<file path="config.mk">
export PLATFORM = sky130hd
export DESIGN_NAME = coin_acceptor_flat
export DESIGN_NICKNAME = d
export VERILOG_FILES = /design/src/rtl/coin_acceptor_if.sv /design/src/rtl/coin_acceptor.sv /design/src/flat_wrapper.sv
export SDC_FILE = /design/constraint.sdc
export NUM_CORES = 1
export LEC_CHECK = 0
export ABC_CLOCK_PERIOD_IN_PS = 3390
export BUFFER_PORTS_ARGS = -buffer_cell sky130_fd_sc_hd__buf_2
export CAP_MARGIN = 20
export CORE_ASPECT_RATIO = 0.8
export CORE_UTILIZATION = 30
export CTS_CLUSTER_SIZE = 25
export DETAILED_ROUTE_END_ITERATION = 8
export HOLD_SLACK_MARGIN = 0.12
export PLACE_DENSITY_LB_ADDON = 0.3
export SLEW_MARGIN = 20
export SYNTH_ARGS = -nofsm -noshare
export SYNTH_HDL_FRONTEND = slang
export SYNTH_SLANG_ARGS = --single-unit
export TNS_END_PERCENT = 5
</file>
<file path="constraint.sdc">
create_clock -name clk -period 3.39 [get_ports clk]
set_input_delay 0 -clock clk [delete_from_list [all_inputs] [get_ports clk]]
set_output_delay 0 -clock clk [all_outputs]
set_load 0.03 [all_outputs]
</file>
<file path="src/rtl/coin_acceptor_if.sv">
// Coin acceptor bus: raw sensor and hold in, coin delivery/reject/status out.
// The master side stimulates the sensor; the slave side is the acceptor itself.
interface coin_acceptor_if;
  logic       coin_sense;
  logic       hold;
  logic       coin_in_en;
  logic       coin_val;
  logic       coin_reject;
  logic       fifo_full;
  logic [2:0] pending;

  modport master (
    output coin_sense, hold,
    input  coin_in_en, coin_val, coin_reject, fifo_full, pending
  );

  modport slave (
    input  coin_sense, hold,
    output coin_in_en, coin_val, coin_reject, fifo_full, pending
  );
endinterface

</file>
<file path="src/rtl/coin_acceptor.sv">
// Coin acceptor front end: sync + debounce the sensor, classify each coin by blocking
// width, queue accepted coins and issue them as rate-limited single-cycle pulses.
module coin_acceptor #(
  parameter int DEBOUNCE_CYC = 4,
  parameter int NICKEL_MIN   = 8,
  parameter int NICKEL_MAX   = 15,
  parameter int DIME_MIN     = 20,
  parameter int DIME_MAX     = 31,
  parameter int FIFO_DEPTH   = 4,
  parameter int GAP_CYC      = 2,
  parameter int CNT_W        = 6
) (
  input logic           clk,
  input logic           reset,
  coin_acceptor_if.slave bus
);

  localparam int PTR_W = $clog2(FIFO_DEPTH);
  localparam int CNT_F = PTR_W + 1;
  localparam int DB_W  = $clog2(DEBOUNCE_CYC) + 1;
  localparam int GAP_W = $clog2(GAP_CYC + 1);

  typedef enum logic [1:0] {
    S_IDLE,
    S_MEASURE,
    S_CLASSIFY
  } state_t;

  logic             r_sync1, r_sync2, r_filt;
  logic [DB_W-1:0]  r_db_cnt;
  state_t           r_state, w_state_nxt;
  logic [CNT_W-1:0] r_width, w_width_nxt;
  logic             r_mem [FIFO_DEPTH];
  logic [PTR_W-1:0] r_wr_ptr, r_rd_ptr;
  logic [CNT_F-1:0] r_count, w_count_nxt;
  logic             r_full;
  logic [GAP_W-1:0] r_gap;
  logic             r_in_en, r_val, r_reject;

  logic w_push_req, w_push_val, w_bad_width;
  logic w_pop, w_push_ok, w_drop;

  // NOTE: sequential state uses non-blocking (<=) so every flop samples pre-edge values.
  always_ff @(posedge clk) begin
    if (!reset) begin
      r_sync1  <= 1'b0;
      r_sync2  <= 1'b0;
      r_filt   <= 1'b0;
      r_db_cnt <= '0;
    end else begin
      r_sync1 <= bus.coin_sense;
      r_sync2 <= r_sync1;
      if (r_sync2 != r_filt) begin
        if (r_db_cnt == DB_W'(DEBOUNCE_CYC - 1)) begin
          r_filt   <= r_sync2;
          r_db_cnt <= '0;
        end else begin
          r_db_cnt <= r_db_cnt + DB_W'(1);
        end
      end else begin
        r_db_cnt <= '0;
      end
    end
  end

  always_ff @(posedge clk) begin
    if (!reset) begin
      r_state <= S_IDLE;
      r_width <= '0;
    end else begin
      r_state <= w_state_nxt;
      r_width <= w_width_nxt;
    end
  end

  // NOTE: every always_comb output gets a default first so no path infers a latch.
  always_comb begin
    w_state_nxt = r_state;
    w_width_nxt = r_width;
    w_push_req  = 1'b0;
    w_push_val  = 1'b0;
    w_bad_width = 1'b0;
    unique case (r_state)
      S_IDLE: begin
        if (r_filt) begin
          w_state_nxt = S_MEASURE;
          w_width_nxt = CNT_W'(1);
        end
      end
      S_MEASURE: begin
        if (!r_filt) begin
          w_state_nxt = S_CLASSIFY;
        end else if (r_width != {CNT_W{1'b1}}) begin
          w_width_nxt = r_width + CNT_W'(1);
        end
      end
      S_CLASSIFY: begin
        w_state_nxt = S_IDLE;
        if (r_width >= CNT_W'(NICKEL_MIN) && r_width <= CNT_W'(NICKEL_MAX)) begin
          w_push_req = 1'b1;
        end else if (r_width >= CNT_W'(DIME_MIN) && r_width <= CNT_W'(DIME_MAX)) begin
          w_push_req = 1'b1;
          w_push_val = 1'b1;
        end else begin
          w_bad_width = 1'b1;
        end
      end
      default: w_state_nxt = S_IDLE;
    endcase
  end

  // A full FIFO still accepts a coin when the head leaves in the same cycle.
  always_comb begin
    w_pop       = (r_count != '0) && !bus.hold && (r_gap == '0);
    w_push_ok   = w_push_req && (!r_full || w_pop);
    w_drop      = w_push_req && !w_push_ok;
    w_count_nxt = r_count;
    if (w_push_ok && !w_pop) begin
      w_count_nxt = r_count + CNT_F'(1);
    end else if (!w_push_ok && w_pop) begin
      w_count_nxt = r_count - CNT_F'(1);
    end
  end

  // NOTE: storage is not reset; the pointers and count alone define what is valid.
  always_ff @(posedge clk) begin
    if (w_push_ok) begin
      r_mem[r_wr_ptr] <= w_push_val;
    end
  end

  always_ff @(posedge clk) begin
    if (!reset) begin
      r_wr_ptr <= '0;
      r_rd_ptr <= '0;
      r_count  <= '0;
      r_full   <= 1'b0;
      r_gap    <= '0;
      r_in_en  <= 1'b0;
      r_val    <= 1'b0;
      r_reject <= 1'b0;
    end else begin
      if (w_push_ok) r_wr_ptr <= r_wr_ptr + PTR_W'(1);
      if (w_pop)     r_rd_ptr <= r_rd_ptr + PTR_W'(1);
      r_count <= w_count_nxt;
      r_full  <= (w_count_nxt == CNT_F'(FIFO_DEPTH));
      if (w_pop) begin
        r_gap <= GAP_W'(GAP_CYC);
      end else if (r_gap != '0) begin
        r_gap <= r_gap - GAP_W'(1);
      end
      r_in_en  <= w_pop;
      r_val    <= w_pop && r_mem[r_rd_ptr];
      r_reject <= w_bad_width || w_drop;
    end
  end

  assign bus.coin_in_en  = r_in_en;
  assign bus.coin_val    = r_val;
  assign bus.coin_reject = r_reject;
  assign bus.fifo_full   = r_full;
  assign bus.pending     = r_count;

endmodule
</file>
<file path="src/flat_wrapper.sv">
// flat-port wrapper written by rule: the top's interface ports become plain ports
module coin_acceptor_flat 
#(
  parameter int DEBOUNCE_CYC = 4,
  parameter int NICKEL_MIN   = 8,
  parameter int NICKEL_MAX   = 15,
  parameter int DIME_MIN     = 20,
  parameter int DIME_MAX     = 31,
  parameter int FIFO_DEPTH   = 4,
  parameter int GAP_CYC      = 2,
  parameter int CNT_W        = 6
)
  (clk, reset, bus_coin_sense, bus_hold, bus_coin_in_en, bus_coin_val, bus_coin_reject, bus_fifo_full, bus_pending);
  coin_acceptor_if bus_i ();
  input logic clk;
  input logic reset;
  input wire logic [$bits(bus_i.coin_sense)-1:0] bus_coin_sense;
  input wire logic [$bits(bus_i.hold)-1:0] bus_hold;
  output wire logic [$bits(bus_i.coin_in_en)-1:0] bus_coin_in_en;
  output wire logic [$bits(bus_i.coin_val)-1:0] bus_coin_val;
  output wire logic [$bits(bus_i.coin_reject)-1:0] bus_coin_reject;
  output wire logic [$bits(bus_i.fifo_full)-1:0] bus_fifo_full;
  output wire logic [$bits(bus_i.pending)-1:0] bus_pending;
  assign bus_i.coin_sense = bus_coin_sense;
  assign bus_i.hold = bus_hold;
  assign bus_coin_in_en = bus_i.coin_in_en;
  assign bus_coin_val = bus_i.coin_val;
  assign bus_coin_reject = bus_i.coin_reject;
  assign bus_fifo_full = bus_i.fifo_full;
  assign bus_pending = bus_i.pending;
  coin_acceptor #(.DEBOUNCE_CYC(DEBOUNCE_CYC), .NICKEL_MIN(NICKEL_MIN), .NICKEL_MAX(NICKEL_MAX), .DIME_MIN(DIME_MIN), .DIME_MAX(DIME_MAX), .FIFO_DEPTH(FIFO_DEPTH), .GAP_CYC(GAP_CYC), .CNT_W(CNT_W)) u_core (.clk(clk), .reset(reset), .bus(bus_i));
endmodule
</file>
==> metrics.txt <==
pin slew with the least headroom to its limit 0.678 ns; number of fill cells between 400 and 500; final non-filler cell total between 200 and 250; Synth top cells by count 29 x dfxtp_1, 24 x nor2_1, 15 x inv_1, 12 x ha_1, 7 x nand2_1; crit-path max FO 9; synth warn 0; Worst EP arrival between 2 and 3 ns; reg2reg end u_core.bus.fifo_full; count leader, synth dfxtp_1; status finished, final reports clean; site row count 22; PortBufs 10; initial antenna violation count 0; static leakage between 0.0007 and 0.0008 uW; Synth Area per Inst around 10 sq um; Synth Net Count 170; Setup violations, final 0; global-route usage over all layers 0.109; vias per cell approximately 4.5; clock sinks 33; Worst Hold Class primary input to flip-flop; RSZ-0062 raised after global routing false; hold path depth 4; Initial DRC Count 25; Antenna Nets Post-Route 0; # nets final approximately 190; Inst Count DP between 200 and 250; Total Die Area roughly 5400 sq um; critical path class flip-flop to flip-flop; Placed Area about 1600 sq um; CP Capture Type flip-flop; fin util 0.377; Distinct cells, synth 37; mapped cell area roughly 1500 sq um; #FFs+latches synth 33; initial core utilization 0.324; Final min period around 2.3 ns; worst skew pair latency about 0.28 ns; clk buf depth 2; Die Ht 66.1 microns; Layout Skew 0.00394 ns; share of post-route cells with drive strength above 1 0.163; Post-synth EDFFs 4; asr flop ratio synth 0; r2r setup slk roughly 1.1 ns; PwrDens 593 nW/um^2; Area contributors post-synth dfxtp_1 38%, ha_1 9.7%, edfxtp_1 7.8%, nor2_1 5.8%, inv_1 3.7%; CTS tree built; Mapped Cells roughly 150; hold_ws just under 0.2 ns; vias around 1.0k; hpwl dp about 1900 microns; residual overflow from global routing 0; Slew Viols, Final 0; TritonRoute pass-1 iters 4; clk slew on worst S/H paths ~0.070 ns; Placeable Area roughly 4800 sq um; Reg2Reg Depth 6; TritonCTS Buffers 5; Startpoint Class flip-flop; Reg-to-Reg Start u_core.r_width[0]; setup TNS 0 ns; fin area roughly 1800 sq um; CTS resizes 0; Die Wd ~82 microns; Routed WL per cell ~11 microns; Worst slew margin 0.544; vias in the first global route about 930; Hold Path Origin bus_hold; final wirelength about 2600 microns; Critical Path RT about 3.6 ns; largest net degree at the start of global routing 16; # diodes 0; gpl congestion 0.747; most used flip-flop cell after synthesis dfxtp_1; VDD IR max ~0.27 mV; Critical path origin u_core.r_width[0]; DR DRC count 0; max-cap viol count 0; first-pass GRT wire length around 4300 microns; Final Hold Viols 0; clock root cell clkbuf_8; part of the cycle the worst path needs 0.683; leading area contributor after synthesis dfxtp_1; Synth top area share 0.377; Peak Freq 0.432 GHz; hold endpoint u_core.r_gap[1]; Syn-to-layout area delta 16.3%; H-Tree Depth 2; I/O Pins 11; Seq/Total Area, Yosys 0.455
[sequential cells by signal, indices dropped and copies added (netlist names), named ones only]
register and cells:
u_core.bus.coin_in_en 1, u_core.r_width 6, u_core.bus.coin_val 1, u_core.r_sync2 1, u_core.r_sync1 1, u_core.bus.fifo_full 1
u_core.bus.pending 3, u_core.bus.coin_reject 1, u_core.r_filt 1, u_core.r_mem 4, u_core.r_wr_ptr 2, u_core.r_rd_ptr 2
u_core.r_state 2, u_core.r_gap 2, u_core.r_db_cnt 3
[layout make-up]
cell class              count  area (sq um)  share of cell area
multi-input cells         103           764               0.426
flip-flops and latches     33           701               0.391
clock buffers               7          86.3              0.0482
repair buffers             13          80.1              0.0447
well taps                  60          75.1              0.0419
inverters                  15          56.3              0.0314
clock inverters             1          30.0              0.0167
[cell families after synthesis]
| logic type | synth area share |
|---|---|
| adders and majority gates | 0.0974 |
| xor gates and xnor gates | 0.0511 |
| DFF | 0.455 |
| AOI/OAI and AO/OA | 0.104 |
| and+or+nand+nor | 0.209 |
| muxes | 0.0341 |
| buffers and inverters | 0.0495 |
[timing repair]
item / 4_1_cts / 5_1_grt
endpoints found under the hold margin: 5 / 0
hold buffers: 3 / 0
setup buffers: 0 / 0
[worst max path at each step]
stage / to
after global placement: u_core.bus.fifo_full
after detailed placement: u_core.bus.fifo_full
after global routing: u_core.bus.fifo_full
final: u_core.bus.fifo_full
after floorplan: u_core.bus.fifo_full
after CTS: u_core.bus.fifo_full
[per-stage QoR]
step                      worst slack, ns  power [uW]
after floorplan                      1.30         640
after global placement               1.16         697
after detailed placement             1.09         695
after CTS                            1.07        1080
after global routing                0.915        1120
final                                1.07        1060
[layout by cell type, fill, tap and decap left out, drive strengths merged, types with 3 or more instances in the layout]
cell type     n
a21oi         5
and2          4
buf          10
clkbuf        7
dfxtp        29
dlygate4sd3   3
edfxtp        4
ha           12
inv          15
mux2i         3
nand2         7
nand2b        4
nor2         24
nor3          3
o21ai         4
xnor2         5
xor2          4
[metal layers]
metal  part of all wire  GRT usage  up-vias
met3              0.037     0.0455        3
met5                  0          0        -
met1               0.56      0.152      473
met2               0.39      0.144       11
li1                   -          -      548
met4             0.0089     0.0461        0
[power breakdown]
group	leakage, uW	switching [uW]	internal [uW]
logic	0.000378	136	94.9
registers	0.000267	29.0	427
clock network	0.0000585	137	239
[worst max-delay path, cell delays in order, from the launching register on]
cell and delay, ns:
dfxtp_1 0.40, ha_1 0.26, and4b_4 0.24, a2111oi_4 0.59, a31oi_2 0.20, a2111oi_4 0.38, and3b_1 0.19
Note: power is estimated with default switching activity, not from simulation.
